--- config.mk ---
export PLATFORM = sky130hd
export DESIGN_NAME = bcd_to_bin_serial
export DESIGN_NICKNAME = d
export VERILOG_FILES = /design/src/rtl/bcd_pkg.sv /design/src/rtl/bcd_digit_adjust.sv /design/src/rtl/bcd_to_bin_serial.sv
export SDC_FILE = /design/constraint.sdc
export NUM_CORES = 1
export LEC_CHECK = 0
export CORE_ASPECT_RATIO = 0.7
export CORE_UTILIZATION = 54
export DETAILED_ROUTE_END_ITERATION = 12
export PLACE_DENSITY = 0.79
export REMOVE_ABC_BUFFERS = 1
export SYNTH_ARGS = -nofsm -noshare
export SYNTH_HDL_FRONTEND = slang
export SYNTH_SLANG_ARGS = --single-unit
--- constraint.sdc ---
create_clock -name clk -period 1.8 [get_ports clk]
set_clock_uncertainty 0.15 [all_clocks]
set_input_delay 0.36 -clock clk [delete_from_list [all_inputs] [get_ports clk]]
set_output_delay 0.36 -clock clk [all_outputs]
set_load 0.005 [all_outputs]
--- src/rtl/bcd_pkg.sv ---
// Shared constants and state encoding for the serial BCD-to-binary converter.
package bcd_pkg;

   // Converter FSM states
   typedef enum logic [1:0] {
      IDLE  = 2'd0,
      SHIFT = 2'd1,
      DONE  = 2'd2
   } state_t;

   // Number of shift steps needed to move two BCD digits into 7 binary bits
   localparam int unsigned SHIFT_CNT = 7;

   // Counter width, wide enough to hold 0 .. SHIFT_CNT-1
   localparam int unsigned CNT_W = 3;

   // Largest legal value of a single BCD digit
   localparam logic [3:0] BCD_MAX = 4'd9;

   // Working register: {tens, units, 7 result bits}
   localparam int unsigned WORK_W = 15;

endpackage

--- src/rtl/bcd_digit_adjust.sv ---
// One reverse double-dabble correction: a BCD field that reads 8 or more after
// a right shift had a tens/units carry folded into it and must lose 3.
module bcd_digit_adjust (
   input  logic [3:0] i_digit,
   output logic [3:0] o_digit
);

   assign o_digit = (i_digit >= 4'd8) ? (i_digit - 4'd3) : i_digit;

endmodule

--- src/rtl/bcd_to_bin_serial.sv ---
// Two-digit BCD (00-99) to 7-bit binary converter, one bit per clock using
// reverse double-dabble. Invalid digits short-circuit straight to completion
// with err set and a zero result.
module bcd_to_bin_serial
   import bcd_pkg::*;
(
   input  logic       clk,
   input  logic       reset,
   input  logic       start,
   input  logic [7:0] bcd_in,
   output logic       busy,
   output logic       done,
   output logic [6:0] bin_out,
   output logic       err
);

   localparam logic [CNT_W-1:0] LAST_CNT = CNT_W'(SHIFT_CNT - 1);

   state_t              r_state;
   logic [CNT_W-1:0]    r_cnt;
   logic [WORK_W-1:0]   r_work;
   logic                r_busy;
   logic                r_done;
   logic [6:0]          r_bin;
   logic                r_err;

   logic [WORK_W-1:0]   w_shift;
   logic [3:0]          w_tens_adj;
   logic [3:0]          w_units_adj;
   logic [WORK_W-1:0]   w_next;
   logic                w_bad_digit;

   // Input validity is a plain compare on the live bus; it only matters on the
   // accepting edge, so nothing is registered here.
   assign w_bad_digit = (bcd_in[7:4] > BCD_MAX) || (bcd_in[3:0] > BCD_MAX);

   // Shift first, then correct each digit field.
   assign w_shift = r_work >> 1;

   bcd_digit_adjust u_adj_tens (
      .i_digit (w_shift[14:11]),
      .o_digit (w_tens_adj)
   );

   bcd_digit_adjust u_adj_units (
      .i_digit (w_shift[10:7]),
      .o_digit (w_units_adj)
   );

   assign w_next = {w_tens_adj, w_units_adj, w_shift[6:0]};

   // Control FSM with registered status outputs; bin_out/err only change on
   // completion so no partial result is ever visible.
   always_ff @(posedge clk or posedge reset) begin
      if (reset) begin
         r_state <= IDLE;
         r_cnt   <= '0;
         r_work  <= '0;
         r_busy  <= 1'b0;
         r_done  <= 1'b0;
         r_bin   <= '0;
         r_err   <= 1'b0;
      end else begin
         case (r_state)
            IDLE: begin
               r_done <= 1'b0;
               if (start) begin
                  r_busy <= 1'b1;
                  if (w_bad_digit) begin
                     r_bin   <= '0;
                     r_err   <= 1'b1;
                     r_done  <= 1'b1;
                     r_state <= DONE;
                  end else begin
                     r_work  <= {bcd_in, 7'b0};
                     r_cnt   <= '0;
                     r_state <= SHIFT;
                  end
               end
            end
            SHIFT: begin
               r_work <= w_next;
               r_cnt  <= r_cnt + 1'b1;
               if (r_cnt == LAST_CNT) begin
                  r_bin   <= w_next[6:0];
                  r_err   <= 1'b0;
                  r_done  <= 1'b1;
                  r_state <= DONE;
               end
            end
            DONE: begin
               r_done  <= 1'b0;
               r_busy  <= 1'b0;
               r_state <= IDLE;
            end
            default: begin
               r_done  <= 1'b0;
               r_busy  <= 1'b0;
               r_state <= IDLE;
            end
         endcase
      end
   end

   assign busy    = r_busy;
   assign done    = r_done;
   assign bin_out = r_bin;
   assign err     = r_err;

endmodule

-- After elaboration in Yosys (flattened, before gate mapping)
Cells that the tools add are included.
- shifts and indexed selects: 0
- multipliers: 0
- bitwise gates (word level): 1
- eq/ne operators: 6
- order comparisons: 4
- $add $sub $neg: 3
- reductions and logical operators: 7
- multiplexer cells: 26
- divide/modulo/power cells: 0
- operators with widths (kind ; count):
    two-way mux 15 bit ; 2
    one-hot mux 15 bit (2 select lines) ; 1
    two-way mux 7 bit ; 3
    one-hot mux 7 bit (2 select lines) ; 1
    greater-than comparator 4 bit (second input constant) ; 2
    two-way mux 4 bit ; 2
    inequality test 2 bit (second input constant) ; 4
    two-way mux 1 bit ; 7
    two-way mux 2 bit ; 3
    two-way mux 3 bit ; 2
    one-hot mux 1 bit (2 select lines) ; 3
    one-hot mux 3 bit (2 select lines) ; 1
    >= comparator 3 x 4 -> 1 bit (second input constant) ; 1
    >= comparator 4 bit (second input constant) ; 1
    one-hot mux 2 bit (2 select lines) ; 1
    AND reduction 2 bit ; 2
    AND reduction 4 bit ; 1
    subtractor 3 x 2 -> 4 bit (second input constant) ; 1
    subtractor 4 x 2 -> 4 bit (second input constant) ; 1
    adder 3 x 1 -> 3 bit (second input constant) ; 1
    == test 3 bit (second input constant) ; 1
    AND reduction 3 bit ; 1
    == test 2 x 1 -> 1 bit (second input constant) ; 1
    zero test 2 bit ; 1
    3 further kinds ; 3
- ROM bits: 0
- latch bits: 0
- RAM bits: 0
- memories kept: 0
- bits of input ports: 11
- output and inout bits: 10
- bits in registers: 30

-- Depth between registers and ports, before layout
- depth after elaboration: 5
- mapped depth: 6

-- Modules after synthesis
A second synthesis with hierarchy kept.
- cells, all modules: 144
- area total of the unflattened synthesis: 1514.0 µm²
- by module, submodules not included (module ; seq. area each (µm²) ; cells each ; instances ; area an instance (µm²)):
    bcd_to_bin_serial ; 725.7 ; 122 ; 1 ; 1361.3
    bcd_digit_adjust ; 0.0 ; 11 ; 2 ; 76.3

-- Worst setup path before layout
OpenSTA, ideal clock, no wires.
- path type: reg2reg
- from: register r_cnt[0]
- to: register r_bin[0] (netlist: bin_out[0])
- library setup time: 0.120 ns
- required time: 1.530 ns
- data arrival time: 1.213 ns
- cell stages (with the launch flop): 6
- setup slack: 0.317 ns
- path buffers: 0
- cell sequence: dfrtp_1 > inv_1 > ha_1 > and4b_2 > and2_1 > a31o_1
- word-level cells in the longest chain between the ends: 3
- RTL lines (item ; RTL line ; text):
    start, declared ; bcd_to_bin_serial.sv:20 ; logic [CNT_W-1:0] r_cnt;
    start signal, assigned ; bcd_to_bin_serial.sv:83 ; r_cnt <= r_cnt + 1'b1;
    == test 3 bit ; bcd_to_bin_serial.sv:84 ; if (r_cnt == LAST_CNT) begin
    inequality test 2 bit (no source line) ; n/a ;
    AND reduction 4 bit (no source line) ; n/a ;
    end signal, assigned ; bcd_to_bin_serial.sv:85 ; r_bin <= w_next[6:0];
    end, declared ; bcd_to_bin_serial.sv:24 ; logic [6:0] r_bin;
No other way between the ends.
A chain may end at the register's enable or synchronous reset.

-- Final worst setup path
- from: input start
- to: register r_work[9]
- word-level cells in the longest chain between the ends: 2
- RTL lines (item ; RTL line ; text):
    start, declared ; bcd_to_bin_serial.sv:9 ; input logic start,
    inequality test 2 bit (no source line) ; n/a ;
    AND reduction 3 bit (no source line) ; n/a ;
    end signal, assigned ; bcd_to_bin_serial.sv:75 ; r_work <= {bcd_in, 7'b0};
    end signal, assigned ; bcd_to_bin_serial.sv:82 ; r_work <= w_next;
    end, declared ; bcd_to_bin_serial.sv:21 ; logic [WORK_W-1:0] r_work;
No other way between the ends.

==> run metrics <==
post-route clock period utilization 0.966; most frequent cell after synthesis dfrtp_1; initial antenna violation count 0; fraction of layout cells with a size suffix above 1 0.185; Cells after Synth 145; static leakage 0.844 nW; First DRT Iteration DRCs 89; Chip Width 66.0 um; Slew Viols, Final 0; run status finished, final reports clean; Vias/cell 6.06; vias post-DR 1284; ranking of synthesized cells by area dfrtp_1 47%, a31o_1 4.0%, a22oi_1 3.9%; CTS Buf Count 5; Post-synth EDFFs 0; CP startpoint kind input pin; fmax 575 MHz; CP Class in2reg; Top FF cell, synth dfrtp_1; Post-DRT Antenna Nets 0; worst-margin pin slew 447 ps; Max Cap Viol 0; unrepaired setup endpoints after global routing no; Routed WL per cell 17.6 um; Synth async-reset ratio 1.00; clk_lat worst skew 280 ps; ANT cells 0; PwrDens 1550 nW/um2; final worst slack 61.5 ps; hold crit path type in2async; post-synthesis sequential area ratio 0.469; Fill cells 186; cts repair resizes 0; min Tclk post-route 1740 ps; Power Total 3.00 mW; synthesized area 1550 um2; post-synthesis register bit count 29; vias in the first global route 1286; DP Worst Slack -200 ps; Fin. Hold Viols 0; Final setup violation count 0; Rel. slew slack 0.699; clk sinks 29; Die ar. 3090 um2; Final Non-Filler Cells 212; # placed instances 205; Crit Path Max Fanout 5; chip height 46.8 um; Detailed Routing Iterations Pass 1 4; clk root buf clkbuf_8; Reg clk slew, reported paths 60 ps; Worst EP required 1790 ps; CTS tree yes; cells on worst reg2reg path 5; Setup crit end kind flip-flop; Synth top area share 0.469; Worst EP arrival 1730 ps; Setup Buffers After CTS 0; warnings from Yosys 0; synth cell count leaders 29 x dfrtp_1, 15 x nand2_1, 8 x a22oi_1; GRT Overall Usage 0.280; IO Pins 21; core area 2590 um2; Final HPWL DP 2750 um; GPL Wtd Cong 0.879; Layout area overhead 24.9%; Site Rows 15; CTS hold repair buffers 0; largest net degree at the start of global routing 30; clock buffer depth 2; global-route wire length before repair 6130 um; maximum VDD drop 0.000916 V; Cell variety after synth 48; fin nets 193; Buffers on Ports 20; post-layout util 0.746; cell taking the most area after synthesis dfrtp_1; Mean Syn Cell Area 10.7 um2; number of H-tree levels 2; DRC errors left 0; Overflow after GRT 0; initial core utilization 0.597; Post-Route WL 3730 um
## flip-flops by register name (all words and copies together), names as in the netlist
signal and cells:
bin_out 7, busy 1, done 1, err 1, r_cnt 3, r_state 2, r_work 14
## metrics by stage
stage	TNS (ps)	instance area, um2	hold WS [ps]
2_1_floorplan	-164	1490	288
3_3_place_gp	-1760	1850	337
3_5_place_dp	-2390	1850	338
4_1_cts	0	1930	327
5_1_grt	0	1930	371
6_report	0	1930	311
## layout by cell type (no fill, tap or decap), types with 2 or more instances in the layout
master            n
a22oi_1           8
inv_1             7
o21a_1            2
dfrtp_1          29
a21oi_1           3
and2_1            7
a311oi_1          3
o21ai_0           2
o21ai_2           3
nor4_1            3
o211ai_1          2
nand3_1           2
a31oi_1           2
o21ai_1           7
ha_1              4
clkbuf_8          6
buf_4            13
a31o_1            7
nand2_1          15
nand4b_1          2
nor2_1            4
clkdlybuf4s50_1  20
## cells by family (layout without fill, tap and decap cells)
family	count (synthesis)	in the layout	share of synthesized area
AO/OA/AOI/OAI	50	50	0.249
AND/OR/NAND/NOR	44	44	0.175
buffers and inverters	15	48	0.0566
flip-flops	29	29	0.469
XOR/XNOR	2	2	0.0113
multiplexers	1	1	0.00647
adder cells (fa/ha/maj)	4	4	0.0324
## path summary, 6_finish.rpt
kind	startpoint	to	slack, ps
setup / recovery	start	r_work[9]	60
hold / removal	reset	err	310
setup reg to reg	r_cnt[0]	bin_out[1]	140
hold reg to reg	bin_out[2]	bin_out[2]	350
max in group asynchronous	reset	r_work[12]	910
min in group clk	bin_out[2]	bin_out[2]	350
## power by group
group | internal [mW] | switching, mW | total (mW) | leakage (nW)
Combinational | 0.657 | 0.640 | 1.30 | 0.432
Sequential | 0.916 | 0.260 | 1.18 | 0.368
Clock | 0.302 | 0.222 | 0.524 | 0.0443
Total | 1.88 | 1.12 | 3.00 | 0.844
## area by class of cell
cell class,count,area [um2],area share
Inverter,7,26.3,0.0136
Multi-Input combinational cell,101,733,0.380
Sequential cell,29,726,0.376
Tap cell,34,42.5,0.0220
Clock buffer,7,86.3,0.0447
Timing Repair Buffer,34,318,0.165
## critical path, cell delays in order
cell and delay [ps]:
clkdlybuf4s50_1 520, or3b_4 440, nor4_1 360, a211oi_2 60
## metal layers
metal  GRT usage  wire length, um  share of wire
met1       0.364             1690           0.45
met2       0.478             1820           0.49
met3      0.0583              152          0.041
met4       0.102               64          0.017
met5           0                0              0
Note: power is estimated with default switching activity, not from simulation.
